===== src/rtl/logic_unit_pkg.sv =====
// -----------------------------------------------------------------------------
// logic_unit_pkg
// Shared definitions for the logic stream unit: operation codes, packet mode
// encodings, the control state enum and the op decoder that splits every
// operation into a base function (AND/OR/XOR) plus an output-invert flag.
// -----------------------------------------------------------------------------
package logic_unit_pkg;

  // Operation codes carried on the op input. Codes 6 and 7 decode as OR.
  localparam logic [2:0] OP_AND  = 3'd0;
  localparam logic [2:0] OP_OR   = 3'd1;
  localparam logic [2:0] OP_XOR  = 3'd2;
  localparam logic [2:0] OP_NAND = 3'd3;
  localparam logic [2:0] OP_NOR  = 3'd4;
  localparam logic [2:0] OP_XNOR = 3'd5;

  // Packet modes, sampled on the first beat of a packet.
  localparam logic MODE_PAIR = 1'b0;
  localparam logic MODE_ACC  = 1'b1;

  typedef enum logic [1:0] {
    BASE_AND = 2'd0,
    BASE_OR  = 2'd1,
    BASE_XOR = 2'd2
  } base_e;

  typedef enum logic {
    IDLE  = 1'b0,
    ACCUM = 1'b1
  } state_e;

  typedef struct packed {
    base_e base;
    logic  invert;
  } op_dec_t;

  // Inverting ops are the complements of ops 0-2, so the fold runs on the
  // base function and the invert is applied only to the final result.
  function automatic op_dec_t decode_op(input logic [2:0] op);
    op_dec_t d;
    d.base   = BASE_OR;
    d.invert = 1'b0;
    case (op)
      OP_AND:  d.base = BASE_AND;
      OP_OR:   d.base = BASE_OR;
      OP_XOR:  d.base = BASE_XOR;
      OP_NAND: begin d.base = BASE_AND; d.invert = 1'b1; end
      OP_NOR:  begin d.base = BASE_OR;  d.invert = 1'b1; end
      OP_XNOR: begin d.base = BASE_XOR; d.invert = 1'b1; end
      default: d.base = BASE_OR;
    endcase
    return d;
  endfunction

endpackage


===== src/rtl/logic_stream_unit_if.sv =====
// -----------------------------------------------------------------------------
// logic_stream_unit_if
// Operand/result stream bundle for logic_stream_unit.
//   in_valid/in_ready : operand beat handshake (source -> unit)
//   in0, in1          : WIDTH-bit operands
//   op, mode, in_last : operation, pair/accumulate mode, last beat of packet
//   out_valid/out_ready : result handshake (unit -> consumer)
//   out, out_count    : result and number of beats folded into it
// Modports: master = operand source / result consumer side, slave = unit.
// -----------------------------------------------------------------------------
interface logic_stream_unit_if #(
  parameter int WIDTH = 1,
  parameter int CNT_W = 8
);

  logic             in_valid;
  logic             in_ready;
  logic [WIDTH-1:0] in0;
  logic [WIDTH-1:0] in1;
  logic [2:0]       op;
  logic             mode;
  logic             in_last;
  logic             out_valid;
  logic             out_ready;
  logic [WIDTH-1:0] out;
  logic [CNT_W-1:0] out_count;

  modport master (
    output in_valid, in0, in1, op, mode, in_last, out_ready,
    input  in_ready, out_valid, out, out_count
  );

  modport slave (
    input  in_valid, in0, in1, op, mode, in_last, out_ready,
    output in_ready, out_valid, out, out_count
  );

endinterface


===== src/rtl/logic_op_core.sv =====
// -----------------------------------------------------------------------------
// logic_op_core
// Purely combinational WIDTH-bit bitwise unit: raw_o = a_i <base> b_i and
// y_o = raw_o, optionally inverted. The raw value feeds further folding, the
// inverted one is the user-visible result.
//   a_i, b_i  : operands
//   base_i    : AND / OR / XOR
//   invert_i  : complement the result on y_o
//   raw_o     : un-inverted result
//   y_o       : final result
// -----------------------------------------------------------------------------
module logic_op_core
  import logic_unit_pkg::*;
#(
  parameter int WIDTH = 1
) (
  input  logic [WIDTH-1:0] a_i,
  input  logic [WIDTH-1:0] b_i,
  input  base_e            base_i,
  input  logic             invert_i,
  output logic [WIDTH-1:0] raw_o,
  output logic [WIDTH-1:0] y_o
);

  always_comb begin
    case (base_i)
      BASE_AND: raw_o = a_i & b_i;
      BASE_XOR: raw_o = a_i ^ b_i;
      default:  raw_o = a_i | b_i;
    endcase
  end

  assign y_o = invert_i ? ~raw_o : raw_o;

endmodule


===== src/rtl/logic_stream_unit.sv =====
// -----------------------------------------------------------------------------
// logic_stream_unit
// WIDTH-bit bitwise logic unit (AND/OR/XOR/NAND/NOR/XNOR) with a registered,
// valid/ready result. Pair mode produces one result per beat; accumulate mode
// folds every operand of a multi-beat packet into a single result and reports
// the (saturating) beat count alongside it.
//   clk  : clock, all state on the rising edge
//   rst  : synchronous active-high reset
//   bus  : operand/result stream (slave side of logic_stream_unit_if)
// -----------------------------------------------------------------------------
module logic_stream_unit
  import logic_unit_pkg::*;
#(
  parameter int WIDTH = 1,
  parameter int CNT_W = 8
) (
  input logic                 clk,
  input logic                 rst,
  logic_stream_unit_if.slave  bus
);

  state_e           state_q, state_d;
  op_dec_t          op_q, op_d;
  logic [WIDTH-1:0] acc_q, acc_d;
  logic [CNT_W-1:0] cnt_q, cnt_d;
  logic [WIDTH-1:0] out_q, out_d;
  logic [CNT_W-1:0] out_cnt_q, out_cnt_d;
  logic             out_valid_q, out_valid_d;

  op_dec_t          op_in;
  base_e            beat_base;
  logic             in_ready;
  logic             accept;
  logic [CNT_W-1:0] cnt_inc;
  logic [WIDTH-1:0] beat_raw, beat_res;
  logic [WIDTH-1:0] fold_raw, fold_res;

  // The slot can take a beat whenever it is empty or being drained this
  // cycle; deliberately independent of in_valid to avoid a comb loop upstream.
  assign in_ready = !out_valid_q || bus.out_ready;
  assign accept   = bus.in_valid && in_ready;

  assign op_in = decode_op(bus.op);

  // Inside a packet the op latched on the first beat governs every beat.
  assign beat_base = (state_q == ACCUM) ? op_q.base : op_in.base;

  // Beat counter saturates at all-ones instead of wrapping.
  assign cnt_inc = (cnt_q == {CNT_W{1'b1}}) ? cnt_q : cnt_q + CNT_W'(1);

  // Pair path: in0 <base> in1. raw seeds/extends the fold, res is the
  // complete single-beat result.
  logic_op_core #(.WIDTH(WIDTH)) u_beat (
    .a_i      (bus.in0),
    .b_i      (bus.in1),
    .base_i   (beat_base),
    .invert_i (op_in.invert),
    .raw_o    (beat_raw),
    .y_o      (beat_res)
  );

  // Fold path: acc <base> (in0 <base> in1); the base ops are associative so
  // this equals acc <base> in0 <base> in1.
  logic_op_core #(.WIDTH(WIDTH)) u_fold (
    .a_i      (acc_q),
    .b_i      (beat_raw),
    .base_i   (op_q.base),
    .invert_i (op_q.invert),
    .raw_o    (fold_raw),
    .y_o      (fold_res)
  );

  always_comb begin
    // NOTE: every next-state signal takes its hold value first, so no path
    // through the case statement can leave one unassigned and infer a latch.
    state_d     = state_q;
    op_d        = op_q;
    acc_d       = acc_q;
    cnt_d       = cnt_q;
    out_d       = out_q;
    out_cnt_d   = out_cnt_q;
    out_valid_d = out_valid_q;

    // Drain first; a result produced below in the same cycle overrides it.
    if (out_valid_q && bus.out_ready) begin
      out_valid_d = 1'b0;
    end

    case (state_q)
      IDLE: begin
        if (accept) begin
          if (bus.mode == MODE_PAIR || bus.in_last) begin
            out_d       = beat_res;
            out_cnt_d   = CNT_W'(1);
            out_valid_d = 1'b1;
          end else begin
            op_d    = op_in;
            acc_d   = beat_raw;
            cnt_d   = CNT_W'(1);
            state_d = ACCUM;
          end
        end
      end

      ACCUM: begin
        if (accept) begin
          if (!bus.in_last) begin
            acc_d = fold_raw;
            cnt_d = cnt_inc;
          end else begin
            out_d       = fold_res;
            out_cnt_d   = cnt_inc;
            out_valid_d = 1'b1;
            acc_d       = '0;
            cnt_d       = '0;
            state_d     = IDLE;
          end
        end
      end

      default: state_d = IDLE;
    endcase
  end

  // NOTE: state registers use non-blocking assignments so every flop samples
  // the pre-edge values, independent of statement order.
  always_ff @(posedge clk) begin
    if (rst) begin
      state_q     <= IDLE;
      op_q        <= '{base: BASE_AND, invert: 1'b0};
      acc_q       <= '0;
      cnt_q       <= '0;
      out_q       <= '0;
      out_cnt_q   <= '0;
      out_valid_q <= 1'b0;
    end else begin
      state_q     <= state_d;
      op_q        <= op_d;
      acc_q       <= acc_d;
      cnt_q       <= cnt_d;
      out_q       <= out_d;
      out_cnt_q   <= out_cnt_d;
      out_valid_q <= out_valid_d;
    end
  end

  assign bus.in_ready  = in_ready;
  assign bus.out_valid = out_valid_q;
  assign bus.out       = out_q;
  assign bus.out_count = out_cnt_q;

endmodule

===== src/flat_wrapper.sv =====
// flat-port wrapper written by rule: the top's interface ports become plain ports
module logic_stream_unit_flat import logic_unit_pkg::*;
#(
  parameter int WIDTH = 1,
  parameter int CNT_W = 8
)
  (clk, rst, bus_in_valid, bus_in0, bus_in1, bus_op, bus_mode, bus_in_last, bus_out_ready, bus_in_ready, bus_out_valid, bus_out, bus_out_count);
  logic_stream_unit_if #(.WIDTH(WIDTH), .CNT_W(CNT_W)) bus_i ();
  input logic clk;
  input logic rst;
  input wire logic [$bits(bus_i.in_valid)-1:0] bus_in_valid;
  input wire logic [$bits(bus_i.in0)-1:0] bus_in0;
  input wire logic [$bits(bus_i.in1)-1:0] bus_in1;
  input wire logic [$bits(bus_i.op)-1:0] bus_op;
  input wire logic [$bits(bus_i.mode)-1:0] bus_mode;
  input wire logic [$bits(bus_i.in_last)-1:0] bus_in_last;
  input wire logic [$bits(bus_i.out_ready)-1:0] bus_out_ready;
  output wire logic [$bits(bus_i.in_ready)-1:0] bus_in_ready;
  output wire logic [$bits(bus_i.out_valid)-1:0] bus_out_valid;
  output wire logic [$bits(bus_i.out)-1:0] bus_out;
  output wire logic [$bits(bus_i.out_count)-1:0] bus_out_count;
  assign bus_i.in_valid = bus_in_valid;
  assign bus_i.in0 = bus_in0;
  assign bus_i.in1 = bus_in1;
  assign bus_i.op = bus_op;
  assign bus_i.mode = bus_mode;
  assign bus_i.in_last = bus_in_last;
  assign bus_i.out_ready = bus_out_ready;
  assign bus_in_ready = bus_i.in_ready;
  assign bus_out_valid = bus_i.out_valid;
  assign bus_out = bus_i.out;
  assign bus_out_count = bus_i.out_count;
  logic_stream_unit #(.WIDTH(WIDTH), .CNT_W(CNT_W)) u_core (.clk(clk), .rst(rst), .bus(bus_i));
endmodule

===== config.mk =====
export PLATFORM = sky130hd
export DESIGN_NAME = logic_stream_unit_flat
export DESIGN_NICKNAME = d
export VERILOG_FILES = /design/src/rtl/logic_unit_pkg.sv /design/src/rtl/logic_stream_unit_if.sv /design/src/rtl/logic_op_core.sv /design/src/rtl/logic_stream_unit.sv /design/src/flat_wrapper.sv
export SDC_FILE = /design/constraint.sdc
export NUM_CORES = 1
export LEC_CHECK = 0
export ABC_CLOCK_PERIOD_IN_PS = 2730
export CORE_AREA = 5 5 65 67
export DETAILED_ROUTE_END_ITERATION = 16
export DIE_AREA = 0 0 70 72
export DONT_BUFFER_PORTS = 1
export MAX_ROUTING_LAYER = met4
export PLACE_DENSITY_LB_ADDON = 0.08
export SYNTH_ARGS = -nofsm -noshare
export SYNTH_HDL_FRONTEND = slang
export SYNTH_SLANG_ARGS = --single-unit

===== constraint.sdc =====
create_clock -name clk -period 2.73 [get_ports clk]
set_input_delay 0.546 -clock clk [delete_from_list [all_inputs] [get_ports clk]]
set_output_delay 0.546 -clock clk [all_outputs]
set_load 0.05 [all_outputs]

==> results.md, run 1 <==
- Clock share of power: between 20% and 30%
- Syn Nets: 187
- Diode count: 0
- CP Class: reg2reg
- GPL Wtd Cong: between 0.7 and 0.8
- Worst hold start: rst
- ANT nets after route: 0
- RSZ-0062 raised after global routing: false
- Compound-Gate Fraction of Synth Area: 21.2%
- P&R area growth vs syn: 3.63%
- Filler cell count: roughly 380
- TritonCTS clock tree: built
- Sink Count: 23
- Die ar.: 5040 um^2
- Via count of the first global-routing pass: around 1,100
- Slew HR: between 60% and 70%
- 1st-iter DRT viols: 104
- Final setup violation count: 0
- Met3 Usage GRT: between 4 and 5%
- Detailed Route WL: around 3.1 mm
- Max Freq: between 400 and 500 MHz
- Non-Filler Instances: 216
- Mux share of post-synthesis cell area: 6.63%
- Placed Cells: between 200 and 250
- Final Hold Vio Count: 0
- CP startpoint kind: flop
- DR vias: between 1,000 and 1,500
- Worst vdd ir: roughly 0.18 mV
- Main combinational cell family by area after synthesis: simple AND/OR/NAND/NOR gates
- Post-CTS setup buffers: 0
- Die height: roughly 70 um
- Internal cell power: between 0.0004 and 0.0005 W
- Die width: approximately 70 um
- Post-Synth Adder-Cell Area: 4.54%
- Sequential area share after synthesis: approximately a third
- Initial Utilization: between 30% and 40%
- Core box area: ~3600 um^2
- First-pass GRT wire length: about 5.5 mm
- Grt total ovfl: 0
- Combinational share of power: 14.5%
- Hold buffers post-CTS: 0
- Met1 Resource Use GR: a little under a fifth
- Switch Pwr: 0.000181 W
- Fin crit period: between 2 and 2.5 ns
- Yosys reg bits: 23
- R2R Path Start: u_core.state_q
- WHS Endpoint: u_core.state_q
- DRC: 0
- Worst setup EP type: flop
- Post-synth ARST share: 0%
- Ports: 22
- Pin count of the biggest net entering global routing: 21
- CTS Buffer Depth: 2
- Fin nets: 185
- Layout cells sized above 1: under 10%
- Vias per cell: roughly 5.5
- Crit path required time: 2.96 ns
- Worst R2R Setup Slack: between 0.4 and 0.5 ns
- Cells after Synth: ~170
- Slew Limit Fails: 0
- Leakage: between 0.5 and 0.6 nW
- EDFF count, synth: 0
- R2R depth: 11
- Core Util, Final: around 40%
- Max Cap Viol: 0
- Syn Std Cell Area: about 1400 um^2
- Most frequent cells in the layout: dfxtp_1, nor2_1, a21oi_1, nand2_1
- Syn_area_per_cell: about 8 um^2
- Clock latency on the worst-skew pair: roughly 0.32 ns
- Post-Synth XOR/XNOR Area: under 10%
- Top_reg_cell synth: dfxtp_1
- Flop pwr share: ~59%
- Total CTS buffers: 3
- Yosys cell types: 40
- Simple-gate portion of the synthesized area: between 20% and 30%
- HPWL Detailed: around 2.3 mm
- PwrDens: 433 nW/um^2
- Final Skew: between 0.005 and 0.006 ns
- Final TNS setup: 0 ns
- Total GRT Usage: 13.5%
- Post-CTS sizing: 0
- Clock transition at path regs: around 0.13 ns
- Type of the worst min-delay path: in2reg
- Critical path arrival: 2.55 ns
- Routed len/inst: roughly 14 um
- Net Sw Frac: 29.4%
- Status: completed
- Antenna violations before repair: 0
- Worst R2R End: u_core.bus.out
- CP Max Fanout: 6
- Worst hold path depth: 1
- Row count: 22
- First-pass DRT Iterations: 4
- Fin crit share: a little over four fifths
- GR peak layer: met2
- Port Buf Inserts: 0
- Slew @ Worst Pin: between 0.5 and 0.6 ns
- Met2 Usage GRT: between 10% and 20%
- Leading cell type in the layout, fill and taps excluded: dfxtp_1
- Clk root buf: clkbuf_4
- Total number of yosys warnings: 0
- H-tree Lvls: 1
[layout make-up]
cell class / count / area [um^2] / share of cell area, %
inverter: 6 / 22.5 / 1.58
clock inverter: 1 / 5.00 / 0.351
clock buffer: 3 / 22.5 / 1.58
tap: 48 / 60.1 / 4.21
multi-input combinational: 133 / 841 / 58.9
timing repair buffer: 2 / 15.0 / 1.05
sequential: 23 / 462 / 32.3
[critical path, cell delays in order, from the launching register on]
cell,delay (ns)
dfxtp_2,0.42
inv_1,0.12
o21ai_0,0.22
a21oi_1,0.10
a32oi_1,0.28
and2_1,0.17
ha_1,0.22
mux2i_1,0.13
mux2i_1,0.11
xor2_1,0.13
o21ai_0,0.08
a311oi_1,0.25
[cells in the mapped netlist (2+ instances only)]
master	count	area, um^2
nor3_1	8	40.0
buf_2	3	15.0
o211ai_1	3	22.5
nand3_1	8	40.0
and3_1	2	12.5
buf_6	2	22.5
or2_2	2	12.5
clkbuf_1	3	11.3
o21ai_0	7	35.0
a22o_1	2	17.5
a21oi_1	17	85.1
nor2_1	18	67.6
nor3b_1	3	22.5
ha_1	5	62.6
inv_1	6	22.5
xor2_1	3	26.3
dfxtp_1	23	460
nand4_2	2	25.0
nor2b_1	4	25.0
a211oi_1	3	22.5
and2_1	2	12.5
mux2i_1	8	80.1
a31oi_1	5	31.3
nand2_1	14	52.6
o2bb2ai_1	3	26.3
[worst max path at each step]
stage	start	endpoint	slack, ns	cells after the start
after floorplan	bus_op[1]	u_core.bus.out	0.31	12
after global placement	bus_in1	u_core.bus.out	0.18	12
after detailed placement	bus_in1	u_core.bus.out	0.14	12
after CTS	u_core.state_q	u_core.bus.out	0.32	11
after global routing	u_core.state_q	u_core.bus.out	0.06	11
final	u_core.state_q	u_core.bus.out	0.42	11
[through the flow]
| stage | setup slack, ns | power [W] | hold slack, ns | cell area (um^2) |
|---|---|---|---|---|
| 6_report | 0.417 | 0.000618 | 0.274 | 1430 |
| 4_1_cts | 0.318 | 0.000629 | 0.253 | 1430 |
| 2_1_floorplan | 0.308 | 0.000448 | 0.478 | 1380 |
| 3_5_place_dp | 0.144 | 0.000461 | 0.497 | 1400 |
| 5_1_grt | 0.0566 | 0.000657 | 0.241 | 1430 |
| 3_3_place_gp | 0.180 | 0.000459 | 0.489 | 1400 |
[registers in the layout (all words and copies together), names as in the netlist]
register	count
u_core.bus.out	1
u_core.op_q	3
u_core.bus.out_count	8
u_core.bus.out_valid	1
u_core.state_q	1
u_core.acc_q	1
u_core.cnt_q	8
[power by group through the flow]
stage                     Clock [W]  Sequential, W  Combinational [W]
after floorplan                   0       0.000372          0.0000767
after global placement            0       0.000371          0.0000887
after detailed placement          0       0.000371          0.0000902
after CTS                  0.000176       0.000363          0.0000903
after global routing       0.000188       0.000365           0.000104
final                      0.000165       0.000363          0.0000897
[routing by layer]
metal / up-vias / wire (um) / share of wire (%)
li1: 614 / - / -
met1: 550 / 1570 / 51
met2: 31 / 1280 / 41
met3: 2 / 234 / 7.5
met4: 0 / 21 / 0.68
met5: - / 0 / 0
[cells by family after synthesis]
kind of cell / Yosys count
AND/OR/NAND/NOR: 69
AO/OA/AOI/OAI: 46
flip-flops: 23
buffers and inverters: 15
multiplexers: 9
adder cells (fa/ha/maj): 5
XOR/XNOR: 4
No activity file was read; power rests on OpenSTA's default activity.
==> inputs of run 2 (changes only) <==
--- a/config.mk
+++ b/config.mk
@@ -5,7 +5,7 @@
 export SDC_FILE = /design/constraint.sdc
 export NUM_CORES = 1
 export LEC_CHECK = 0
-export ABC_CLOCK_PERIOD_IN_PS = 2730
+export ABC_CLOCK_PERIOD_IN_PS = 2290
 export CORE_AREA = 5 5 65 67
 export DETAILED_ROUTE_END_ITERATION = 16
 export DIE_AREA = 0 0 70 72
==> constraint.sdc (replaced) <==
create_clock -name clk -period 2.29 [get_ports clk]
set_input_delay 0.458 -clock clk [delete_from_list [all_inputs] [get_ports clk]]
set_output_delay 0.458 -clock clk [all_outputs]
set_load 0.05 [all_outputs]
==> run 2 against run 1 <==
  * Final cell count grew 3.2%
  * Maximum frequency grew 9.1%
  * Clock power grew 21%
  * Sequential power grew 19%
  * Via count grew 4.4%
  * Clock skew grew 0.0012 ns
  * Flip-flop and latch count is the same
  * Critical path type unchanged
  * Highest routed layer unchanged
==> results.md, run 2 (synthesized netlist as in run 1, its figures left out) <==
- Total GRT Usage: 13.9% (was 13.5%)
- DRC: 0 (unchanged)
- Final setup violation count: 0 (unchanged)
- Most frequent cells in the layout: dfxtp_1, nor2_1, a21oi_1, nand2_1, buf_4 (was dfxtp_1, nor2_1, a21oi_1, nand2_1)
- GPL Wtd Cong: 0.845 (was 0.796)
- Fin area: 1490 um^2 (was 1430 um^2)
- Clock latency on the worst-skew pair: 0.32 ns (about the same)
- Critical path arrival: 2.36 ns (was 2.55 ns)
- DR vias: 1,250 (was 1,197)
- First-pass GRT wire length: 5.54 mm (was 5.52 mm)
- Detailed Route WL: 3.36 mm (was 3.10 mm)
- CTS Buffer Depth: 2 (unchanged)
- Die height: 72 um (unchanged)
- Fin nets: 192 (was 185)
- Core box area: 3580 um^2 (unchanged)
- TritonCTS clock tree: built (unchanged)
- Total CTS buffers: 3 (unchanged)
- Via count of the first global-routing pass: 1,157 (was 1,132)
- Slew Limit Fails: 0 (unchanged)
- Clk root buf: clkbuf_4 (unchanged)
- CP Class: reg2reg (unchanged)
- Non-Filler Instances: 223 (was 216)
- CP Max Fanout: 5 (was 6)
- Worst setup EP type: flop (unchanged)
- Fin crit period: 2.12 ns (was 2.31 ns)
- Worst vdd ir: 0.154 mV (was 0.181 mV)
- CP startpoint kind: flop (unchanged)
- Type of the worst min-delay path: in2reg (unchanged)
- Routed len/inst: 15.0 um (was 14.4 um)
- Max Cap Viol: 0 (unchanged)
- Leading cell type in the layout, fill and taps excluded: dfxtp_1 (unchanged)
- Pin count of the biggest net entering global routing: 21 (unchanged)
- Initial Utilization: 38.5% (unchanged)
- WHS: 0.182 ns (was 0.274 ns)
- First-pass DRT Iterations: 4 (unchanged)
- Slew HR: 65.4% (was 65.3%)
- HPWL Detailed: 2.44 mm (was 2.31 mm)
- PwrDens: 508 nW/um^2 (was 433 nW/um^2)
- Final Hold Vio Count: 0 (unchanged)
- Port Buf Inserts: 0 (unchanged)
- Clock transition at path regs: 0.14 ns (was 0.13 ns)
- Vias per cell: 5.61 (was 5.54)
- DP Area: 1460 um^2 (was 1400 um^2)
- Die width: 70 um (unchanged)
- 1st-iter DRT viols: 139 (was 104)
- Fin crit share: 92.5% (was 84.7%)
- Leakage: 0.550 nW (was 0.514 nW)
- P&R area growth vs syn: 8.36% (was 3.63%)
- Crit path required time: 2.53 ns (was 2.96 ns)
- Slew @ Worst Pin: 0.518 ns (was 0.520 ns)
- Max Freq: 472 MHz (was 432 MHz)
- Diode count: 0 (unchanged)
- Ports: 22 (unchanged)
- Status: completed (unchanged)
- Post-CTS setup buffers: 0 (unchanged)
- RSZ-0062 raised after global routing: false (unchanged)
- Layout cells sized above 1: 15.4% (was 9.52%)
- Row count: 22 (unchanged)
- H-tree Lvls: 1 (unchanged)
- Grt total ovfl: 0 (unchanged)
- Die ar.: 5040 um^2 (unchanged)
- Antenna violations before repair: 0 (unchanged)
- Final Skew: 0.00708 ns (was 0.00587 ns)
- ANT nets after route: 0 (unchanged)
- Sink Count: 23 (unchanged)
- Placed Cells: 219 (was 212)
[run 2: cell type report]
type,count,area (um^2)
clock inverters,1,5.00
repair buffers,9,67.6
well taps,48,60.1
flip-flops and latches,23,465
multi-input cells,133,850
fillers,385,2090
clock buffers,3,22.5
inverters,6,22.5
[run 2: power breakdown]
group / total, W / internal [W] / switching (W)
Sequential: 0.000433 / 0.000411 / 0.0000228
Clock: 0.000200 / 0.0000654 / 0.000135
Combinational: 0.000124 / 0.0000559 / 0.0000682
Total: 0.000758 / 0.000532 / 0.000226
[run 2: timing repair]
item	4_1_cts	5_1_grt
gates resized for setup	0	4
hold buffers	0	0
endpoints found under the hold margin	0	0
endpoints found under the setup margin	0	2
[run 2: worst paths after layout]
check                                    start               to  slack (ns)  cells after the start
worst max-delay path            u_core.state_q   u_core.bus.out        0.17                     11
worst min-delay path                       rst  u_core.cnt_q[1]        0.18                      1
worst max register to register  u_core.state_q   u_core.bus.out        0.17                     11
worst min register to register    u_core.acc_q     u_core.acc_q        0.53                      2
[run 2: per-stage QoR]
stage	utilization [%]	setup WS (ns)	total power, W	TNS (ns)
global route	41.7	0.00539	0.000803	0
finish	41.7	0.171	0.000758	0
global placement	40.7	-0.123	0.000562	-0.164
floorplan	-	0.00317	0.000536	0
CTS	41.5	0.0888	0.000769	0
detailed placement	40.7	-0.168	0.000564	-0.323
[run 2: worst max-delay path: stages (launching register included)]
cell and delay [ns]:
dfxtp_4 0.41, inv_1 0.07, o21ai_2 0.14, a21oi_1 0.08, a32oi_1 0.23, and2_1 0.17
ha_1 0.22, mux2i_1 0.14, mux2i_1 0.12, xor2_1 0.18, o21ai_1 0.08, a311oi_1 0.20
[run 2: layer usage]
layer	vias to the layer above	part of all wire [%]	GRT usage, %
met5	-	0	-
met4	0	1.1	4.47
met3	4	8.3	3.60
met2	36	42	19.2
met1	579	48	19.8
li1	631	-	-
==> inputs of run 3 (changes only) <==
--- a/config.mk
+++ b/config.mk
@@ -5,12 +5,12 @@
 export SDC_FILE = /design/constraint.sdc
 export NUM_CORES = 1
 export LEC_CHECK = 0
+export ABC_AREA = 1
 export ABC_CLOCK_PERIOD_IN_PS = 2290
-export CORE_AREA = 5 5 65 67
+export CORE_AREA = 5 5 63 65
 export DETAILED_ROUTE_END_ITERATION = 16
-export DIE_AREA = 0 0 70 72
+export DIE_AREA = 0 0 68 70
 export DONT_BUFFER_PORTS = 1
-export MAX_ROUTING_LAYER = met4
 export PLACE_DENSITY_LB_ADDON = 0.08
 export SYNTH_ARGS = -nofsm -noshare
 export SYNTH_HDL_FRONTEND = slang
==> run 3 against run 2 <==
  * Via count down 10%
  * Global-route usage fell by 0.60 points
  * Area after synthesis shrank 8.2%
  * Hold slack worse by 0.0089 ns
  * Sequential power is essentially flat
  * First-iteration DRC count is 46% lower
==> results.md, run 3 <==
- P&R area growth vs syn: 6.73% (was 8.36%)
- Worst R2R Setup Slack: 0.28 ns (was 0.17 ns)
- Total number of yosys warnings: 0 (unchanged)
- Simple-gate portion of the synthesized area: 30.7% (was 26.2%)
- Worst setup EP type: flop (unchanged)
- Grt total ovfl: 0 (unchanged)
- Slew HR: 64.0% (was 65.4%)
- WHS Endpoint: u_core.cnt_q[6] (was u_core.cnt_q[1])
- Top cells by area, synth: dfxtp_1, nand2_1, a21oi_1 (was dfxtp_1, a21oi_1, mux2i_1)
- Slew Limit Fails: 0 (unchanged)
- Post-Synth XOR/XNOR Area: 3.46% (was 2.54%)
- Total GRT Usage: 13.3% (was 13.9%)
- Post-CTS setup buffers: 0 (unchanged)
- Final setup violation count: 0 (unchanged)
- RSZ-0062 raised after global routing: false (unchanged)
- Row count: 21 (was 22)
- Type of the worst min-delay path: in2reg (unchanged)
- Fin crit share: 87.8% (was 92.5%)
- Syn_area_per_cell: 6.95 um^2 (was 8.06 um^2)
- Main combinational cell family by area after synthesis: simple AND/OR/NAND/NOR gates (unchanged)
- 1st-iter DRT viols: 75 (was 139)
- CP Max Fanout: 9 (was 5)
- Yosys cell types: 24 (was 40)
- Total CTS buffers: 3 (unchanged)
- Yosys reg bits: 23 (unchanged)
- Via count of the first global-routing pass: 1,122 (was 1,157)
- Clk root buf: clkbuf_4 (unchanged)
- Vias per cell: 4.86 (was 5.61)
- Max Freq: 497 MHz (was 472 MHz)
- Clock transition at path regs: 0.14 ns (about the same)
- H-tree Lvls: 1 (unchanged)
- Post-synth top area share: 36.4% (was 33.4%)
- Slowest-stage cell, CP: dfxtp_1 (was dfxtp_4)
- Critical path arrival: 2.27 ns (was 2.36 ns)
- Commonest cells post-synth: nand2_1, dfxtp_1, a21oi_1, inv_1, nand3_1 (was dfxtp_1, nor2_1, a21oi_1)
- Final Hold Vio Count: 0 (unchanged)
- Core box area: 3280 um^2 (was 3580 um^2)
- Routed len/inst: 12.2 um (was 15.0 um)
- First-pass DRT Iterations: 4 (unchanged)
- R2R depth: 13 (was 11)
- Most frequent cells in the layout: nand2_1, dfxtp_1, inv_1, a21oi_1, nand3_1 (was dfxtp_1, nor2_1, a21oi_1, nand2_1, buf_4)
- Clock latency on the worst-skew pair: 0.32 ns (about the same)
- Worst vdd ir: 0.253 mV (was 0.154 mV)
- Pin count of the biggest net entering global routing: 21 (unchanged)
- R2R Path Start: u_core.state_q (unchanged)
- HPWL Detailed: 2.17 mm (was 2.44 mm)
- Top-count cell post-synth: nand2_1 (was dfxtp_1)
- Antenna violations before repair: 0 (unchanged)
- First-pass GRT wire length: 4.97 mm (was 5.54 mm)
- Ports: 22 (unchanged)
- Largest area contributor in the netlist: dfxtp_1 (unchanged)
- Leading cell type in the layout, fill and taps excluded: nand2_1 (was dfxtp_1)
- DRC: 0 (unchanged)
- Compound-Gate Fraction of Synth Area: 16.2% (was 21.2%)
- Mux share of post-synthesis cell area: 0% (was 6.63%)
- Post-CTS sizing: 0 (unchanged)
- Fin nets: 202 (was 192)
- Syn Nets: 198 (was 187)
- Worst hold path depth: 1 (unchanged)
- Port Buf Inserts: 0 (unchanged)
- Final TNS setup: 0 ns (unchanged)
- Final Skew: 0.0149 ns (was 0.00708 ns)
- Top_reg_cell synth: dfxtp_1 (unchanged)
- Hold buffers post-CTS: 0 (unchanged)
- Fin crit period: 2.01 ns (was 2.12 ns)
- Post-Synth Adder-Cell Area: 4.95% (was 4.54%)
- Worst hold start: rst (unchanged)
- Cells after Synth: 182 (was 171)
- PwrDens: 549 nW/um^2 (was 508 nW/um^2)
- CP Cell Sequence: inv_2 > nand2_1 > nand3_1 > nand3_2 > nand2_2 > ha_1 > nor2_1 > o22ai_1 > nand2_1 > nand2_1 > o21ai_0 > inv_1 > a21oi_1 (was inv_1 > o21ai_2 > a21oi_1 > a32oi_1 > and2_1 > ha_1 > mux2i_1 > mux2i_1 > xor2_1 > o21ai_1 > a311oi_1)
- Crit path required time: 2.55 ns (was 2.53 ns)
- Sequential area share after synthesis: 36.4% (was 33.4%)
- Worst R2R End: u_core.bus.out (unchanged)
- Diode count: 0 (unchanged)
- GPL Wtd Cong: 0.838 (was 0.845)
- Initial Utilization: 38.5% (about the same)
- Sink Count: 23 (unchanged)
- Layout cells sized above 1: 8.65% (was 15.4%)
- Die ar.: 4760 um^2 (was 5040 um^2)
- Syn Std Cell Area: 1260 um^2 (was 1380 um^2)
- EDFF count, synth: 0 (unchanged)
- DR vias: 1,123 (was 1,250)
- Max Cap Viol: 0 (unchanged)
- Fin area: 1350 um^2 (was 1490 um^2)
- Die width: 68 um (was 70 um)
- TritonCTS clock tree: built (unchanged)
- Status: completed (unchanged)
- Die height: 70 um (was 72 um)
- Worst path max stage delay: 0.55 ns (was 0.41 ns)
- Slew @ Worst Pin: 0.539 ns (was 0.518 ns)
- Detailed Route WL: 2.82 mm (was 3.36 mm)
- ANT nets after route: 0 (unchanged)
- CP Class: reg2reg (unchanged)
- CP startpoint kind: flop (unchanged)
- Post-synth ARST share: 0% (unchanged)
- CTS Buffer Depth: 2 (unchanged)
- Top cell by count, worst path: nand2_1 (was mux2i_1)
- Leakage: 0.573 nW (was 0.550 nW)
- DP Area: 1320 um^2 (was 1460 um^2)
==> run 3: cell types whose count changed after synthesis, moves of 5 or more <==
cell / before / now
nand3_1: 8 / 15
inv_1: 6 / 21
a31oi_1: 5 / 0
nand2_1: 14 / 51
nor2_1: 18 / 12
mux2i_1: 8 / 0
nor3_1: 8 / 0
==> run 3: critical path, delay by kind of cell, from the launching register on <==
kind / cells / cell delay (ns)
AO/OA/AOI/OAI: 3 / 0.37
adder cells (fa/ha/maj): 1 / 0.27
buffers and inverters: 2 / 0.18
flip-flops: 1 / 0.55
AND/OR/NAND/NOR: 7 / 0.58
==> run 3: cell type report <==
cell class | instances | area (um^2)
fill | 373 | 1930
inverter | 24 | 90.1
clock inverter | 1 | 5.00
tap | 46 | 57.6
clock buffer | 3 | 22.5
multi-input combinational | 132 | 699
sequential | 23 | 460
timing repair buffer | 2 | 15.0
==> run 3: cells by family after synthesis <==
group                      Yosys count
DFF                                 23
xor gates and xnor gates             5
and+or+nand+nor                     85
AOI/OAI and AO/OA                   37
buffers and inverters               27
adders and majority gates            5
==> run 3: worst max path at each step <==
stage | from | end | slack (ns) | cells after the start
5_1_grt | u_core.state_q | u_core.bus.out | 0.03 | 13
3_5_place_dp | bus_op[1] | u_core.bus.out | 0.20 | 18
6_report | u_core.state_q | u_core.bus.out | 0.28 | 13
2_1_floorplan | bus_op[1] | u_core.bus.out | 0.38 | 17
4_1_cts | u_core.state_q | u_core.bus.out | 0.28 | 13
3_3_place_gp | bus_op[1] | u_core.bus.out | 0.29 | 17
==> run 3: report_power, final <==
| part | internal [W] | total, W | switching (W) | leakage (nW) |
|---|---|---|---|---|
| Combinational | 0.0000355 | 0.000107 | 0.0000713 | 0.368 |
| Sequential | 0.000412 | 0.000436 | 0.0000236 | 0.187 |
| Clock | 0.0000654 | 0.000198 | 0.000133 | 0.0177 |
==> run 3: stage by stage <==
step / total power (W) / hold WS (ns) / util [%] / cells / worst slack, ns
2_1_floorplan: 0.000533 / 0.470 / - / 182 / 0.382
3_3_place_gp: 0.000550 / 0.477 / 40.3 / 227 / 0.287
3_5_place_dp: 0.000552 / 0.486 / 40.3 / 227 / 0.201
4_1_cts: 0.000745 / 0.171 / 41.1 / 231 / 0.282
5_1_grt: 0.000784 / 0.146 / 41.1 / 231 / 0.0299
6_report: 0.000741 / 0.173 / 41.1 / 231 / 0.279
==> run 3: layer usage <==
layer	GRT usage, %	share of wire [%]	up-vias
li1	-	-	596
met1	18.2	51	500
met2	18.8	39	23
met3	5.61	8.6	4
met4	3.97	1.1	0
met5	0	0	-
==> patch 1: new RTL, settings of run 2 <==
`CNT_W` is set to 8 in 3 places; all go to 10.
--- a/src/rtl/logic_stream_unit_if.sv
+++ b/src/rtl/logic_stream_unit_if.sv
@@ -10,7 +10,7 @@
 // -----------------------------------------------------------------------------
 interface logic_stream_unit_if #(
   parameter int WIDTH = 1,
-  parameter int CNT_W = 8
+  parameter int CNT_W = 10
 );
 
   logic             in_valid;
--- a/src/rtl/logic_stream_unit.sv
+++ b/src/rtl/logic_stream_unit.sv
@@ -12,7 +12,7 @@
   import logic_unit_pkg::*;
 #(
   parameter int WIDTH = 1,
-  parameter int CNT_W = 8
+  parameter int CNT_W = 10
 ) (
   input logic                 clk,
   input logic                 rst,
--- a/src/flat_wrapper.sv
+++ b/src/flat_wrapper.sv
@@ -2,7 +2,7 @@
 module logic_stream_unit_flat import logic_unit_pkg::*;
 #(
   parameter int WIDTH = 1,
-  parameter int CNT_W = 8
+  parameter int CNT_W = 10
 )
   (clk, rst, bus_in_valid, bus_in0, bus_in1, bus_op, bus_mode, bus_in_last, bus_out_ready, bus_in_ready, bus_out_valid, bus_out, bus_out_count);
   logic_stream_unit_if #(.WIDTH(WIDTH), .CNT_W(CNT_W)) bus_i ();
Ports: changed (resized bus_out_count); port bits go from 22 to 24. No check against the original RTL was run, so the function may have changed too.
==> patch 1 against run 2 <==
- synthesized cell count grew 19%
- setup slack lost 0.16 ns
- cell area grew 23%
- sequential share of layout area shrank 1.4 points
- count of clock-buffer cells in the layout is the same
- final cell count grew 13%
- hold slack lost 0.016 ns
- clock power grew 11%
- area after synthesis grew 20%
- total power grew 15%
- wire length grew 16%
- sequential cell count grew 4
- combinational power grew 19%
- via count grew 21%
- critical endpoint is now u_core.acc_q
- largest cell class unchanged
==> patch 1: results (changes against run 2) <==
STA
The pin slew with the least headroom to its limit came to 0.529 ns (was 0.518 ns).

Placed design
The cell area reported after detailed placement is 1760 µm² (was 1460 µm²). The minimum setup slack after placement is -0.217 ns (was -0.168 ns). The post-DP HPWL is 2.86 mm (was 2.44 mm). The last weighted congestion value of the routability-driven placer is 0.870 (was 0.845).

CTS
The total number of H-tree levels is 1 (unchanged). The insertion delay to the later sink of the worst-skew pair came to 0.34 ns (was 0.32 ns).

Setup path
The maximum single-stage delay on the critical path is 0.40 ns.

Finish
The final net count came to 222 (was 192). The non-filler instance count after layout came to 253 (was 223).

Pwr
The leakage power was 0.693 nW (was 0.550 nW). The cell-internal power is 613 µW (was 532 µW). The largest voltage drop on the vdd net came to 0.000181 V (was 0.000154 V).

Route
The overall routed net length was 3.89 mm (was 3.36 mm). The total length of routed met3 wires was 246 µm (was 277 µm). The violation count after the first detailed-route iteration is 121 (was 139).

The wire length on met1 is 1.97 mm (was 1.61 mm). The routed wire length on met2 is 1.65 mm (was 1.42 mm). The per-cell via count in the routed design came to 5.96 (was 5.61).

Run status
Status: finished clean (unchanged).

Yosys
The number of distinct library cells after synthesis came to 54 (was 40). The share of synthesized area occupied by flip-flops and latches is 0.328 (was 0.334). The post-synthesis area per instance was 8.09 µm² (was 8.06 µm²). Most used standard cells in the synthesized netlist: sky130_fd_sc_hd__dfxtp_1, sky130_fd_sc_hd__nor2_1, sky130_fd_sc_hd__a21oi_1, sky130_fd_sc_hd__nand2_1, sky130_fd_sc_hd__a22o_1 (was sky130_fd_sc_hd__dfxtp_1, sky130_fd_sc_hd__nor2_1, sky130_fd_sc_hd__a21oi_1, sky130_fd_sc_hd__nand2_1).

Global routing
The combined global-route utilization of all metal layers came to 0.158 (was 0.139). The via count of the first global-routing pass is 1362 (was 1157). The number of antenna violations at the first check in global routing is 0 (unchanged). The first-pass GRT wire length is 6.35 mm (was 5.54 mm). The maximum number of pins on one net before global-route repair is 18 (was 21).
## patch 1: cell count changes after synthesis, moves of 4 or more
cell                       delta
sky130_fd_sc_hd__o21ai_1      +5
sky130_fd_sc_hd__dfxtp_1      +4
sky130_fd_sc_hd__nand2b_1     +4
sky130_fd_sc_hd__a22o_1       +8
sky130_fd_sc_hd__mux2i_1      -5
## patch 1: power groups by stage
stage	combinational (mW)	sequential [mW]	clock, mW
after CTS	0.139	0.502	0.231
after floorplan	0.116	0.514	0
after global placement	0.135	0.511	0
final	0.147	0.500	0.222
after detailed placement	0.138	0.512	0
after global routing	0.162	0.502	0.251
## patch 1: cell families after synthesis
| group | count (synthesis) | share of synthesized area |
|---|---|---|
| AO/OA/AOI/OAI | 63 | 0.256 |
| multiplexers | 5 | 0.0318 |
| flip-flops | 27 | 0.328 |
| XOR/XNOR | 6 | 0.0318 |
| AND/OR/NAND/NOR | 76 | 0.252 |
| adder cells (fa/ha/maj) | 5 | 0.0379 |
| buffers and inverters | 22 | 0.0629 |
## patch 1: layer usage
metal | global-route usage | vias up
met5 | - | -
met4 | 0.0383 | 0
met3 | 0.0346 | 4
met2 | 0.227 | 40
met1 | 0.226 | 716
li1 | - | 747
## patch 1: final cells by class
cell class	count	area, µm²
inverters	9	46.3
clock inverters	1	7.51
well taps	48	60.1
repair buffers	10	75.1
fillers	354	1740
flip-flops and latches	27	548
multi-input cells	155	1080
clock buffers	3	22.5
## patch 1: timing repair
action	in CTS	in global routing
resized for setup	2	6
buffers inserted	0	3
pin swaps	0	5
setup endpoints to repair	2	2
endpoints found under the hold margin	0	0
## patch 1: final timing paths
kind                  start               to  slack, ns  cells past startpoint
max          u_core.state_q     u_core.acc_q       0.01                     10
min                     rst  u_core.cnt_q[1]       0.17                      1
max reg2reg  u_core.state_q     u_core.acc_q       0.01                     10
min reg2reg  u_core.op_q[0]   u_core.op_q[0]       0.55                      2
## patch 1: worst register-to-register path, delay by kind of cell, from the launching register on
family                     cells  cell delay [ns]
AOI/OAI and AO/OA              7             1.25
DFF                            1             0.40
adders and majority gates      1             0.28
muxes                          1             0.15
buffers and inverters          1             0.12
## patch 1: per-stage QoR
stage	setup TNS, ns	total power, mW
after detailed placement	-0.423	0.650
after global routing	-0.221	0.914
after floorplan	-0.145	0.629
after global placement	-0.307	0.647
after CTS	0	0.872
final	0	0.869
==> patch 2: new RTL, flow settings as in run 2 <==
Made on the original files. Reset style: asynchronous (`rst`), changed in one clocked block. Comments in the files are not updated.
--- a/src/rtl/logic_stream_unit.sv
+++ b/src/rtl/logic_stream_unit.sv
@@ -124,7 +124,7 @@
 
   // NOTE: state registers use non-blocking assignments so every flop samples
   // the pre-edge values, independent of statement order.
-  always_ff @(posedge clk) begin
+  always_ff @(posedge clk or posedge rst) begin
     if (rst) begin
       state_q     <= IDLE;
       op_q        <= '{base: BASE_AND, invert: 1'b0};
Function: differs if rst is asserted again (counterexample within 4 cycles, from zero or initial values and one cycle with rst high); with rst held inactive, the same outputs for 10 cycles.
==> patch 2 against run 2 <==
- wire length grew 5.6%
- cell area is 20% higher
- sequential cell count is the same
- setup slack got worse by 0.16 ns
- area after synthesis rose by 10%
- hold slack better by 0.017 ns
- largest cell class unchanged
Power is not compared: it rests on default switching activity, and its combinational part moved more than twofold at a synthesized area within 25%.
==> patch 2: results (changes against run 2) <==
STA
The shortest period the worst path allows was 2.28 ns (was 2.12 ns). The setup skew after layout is 0.0110 ns (was 0.00708 ns). The pin slew with the least headroom to its limit was 0.547 ns (was 0.518 ns).

Placed design
The minimum setup slack after placement is -0.305 ns (was -0.168 ns). The last weighted congestion value of the routability-driven placer came to 0.877 (was 0.845). The cell area reported after detailed placement came to 1670 µm² (was 1460 µm²).

Run status
Status: finished clean (unchanged).

Finish
The number of fillers in the final layout is 335 (was 385). The sequential cell area is 577 µm² (was 465 µm²). The final net count is 202 (was 192).

Global routing
The maximum number of pins on one net before global-route repair is 23 (was 21). The via count of the first global-routing pass is 1249 (was 1157). The first-pass GRT wire length is 6.02 mm (was 5.54 mm).

CTS
The number of hold-repair buffers added at the cts stage is 1 (was 0). The setup fix buffers added after clock tree synthesis is 1 (was 0). The post-CTS resize count is 4 (was 0).

Yosys
Leading cell types by total area after synthesis: sky130_fd_sc_hd__dfrtp_1, sky130_fd_sc_hd__nand2_1, sky130_fd_sc_hd__a21oi_1 (was sky130_fd_sc_hd__dfxtp_1, sky130_fd_sc_hd__a21oi_1, sky130_fd_sc_hd__mux2i_1). Most used standard cells in the synthesized netlist: sky130_fd_sc_hd__dfrtp_1, sky130_fd_sc_hd__nand2_1, sky130_fd_sc_hd__a21oi_1, sky130_fd_sc_hd__nor2_1, sky130_fd_sc_hd__o21ai_0 (was sky130_fd_sc_hd__dfxtp_1, sky130_fd_sc_hd__nor2_1, sky130_fd_sc_hd__a21oi_1, sky130_fd_sc_hd__nand2_1). The most instantiated flip-flop cell in the synthesis netlist is sky130_fd_sc_hd__dfrtp_1 (was sky130_fd_sc_hd__dfxtp_1). The number of distinct library cells after synthesis is 48 (was 40). The arithmetic-cell share of the synthesized area counting full adders, half adders and majority gates is 0.0413 (was 0.0454). The share of synthesized area occupied by flip-flops and latches was 0.380 (was 0.334). The post-synthesis mux area share is 0.0701 (was 0.0663).

Setup path
The standard cell with the maximum stage delay on the critical path is sky130_fd_sc_hd__dfrtp_2 (was sky130_fd_sc_hd__dfxtp_4).

Hold path
The worst min-delay path endpoint is u_core.state_q (was u_core.cnt_q[1]). The startpoint of the tightest hold check path is bus_in_last (was rst).

Route
The violation count after the first detailed-route iteration is 43 (was 139). The per-cell via count in the routed design is 5.38 (was 5.61).
==> patch 2: routing by layer <==
| layer | wire (µm) | vias up | global-route usage | part of all wire |
|---|---|---|---|---|
| met4 | 6 | 0 | 0.0128 | 0.0017 |
| met2 | 1670 | 19 | 0.235 | 0.47 |
| met1 | 1700 | 608 | 0.208 | 0.48 |
| met3 | 162 | 2 | 0.0443 | 0.046 |
| li1 | - | 624 | - | - |
| met5 | 0 | - | - | 0 |
==> patch 2: through the flow <==
stage / hold WS [ns] / power [mW]
3_5_place_dp: 0.203 / 1.04
4_1_cts: 0.187 / 1.26
3_3_place_gp: 0.198 / 1.03
2_1_floorplan: 0.460 / 0.918
6_report: 0.200 / 1.32
5_1_grt: 0.177 / 1.41
==> patch 2: power groups by stage <==
stage	clock network, mW	registers (mW)	logic, mW
2_1_floorplan	0	0.620	0.298
3_3_place_gp	0	0.628	0.404
3_5_place_dp	0	0.631	0.413
4_1_cts	0.202	0.624	0.435
5_1_grt	0.224	0.641	0.549
6_report	0.193	0.631	0.495
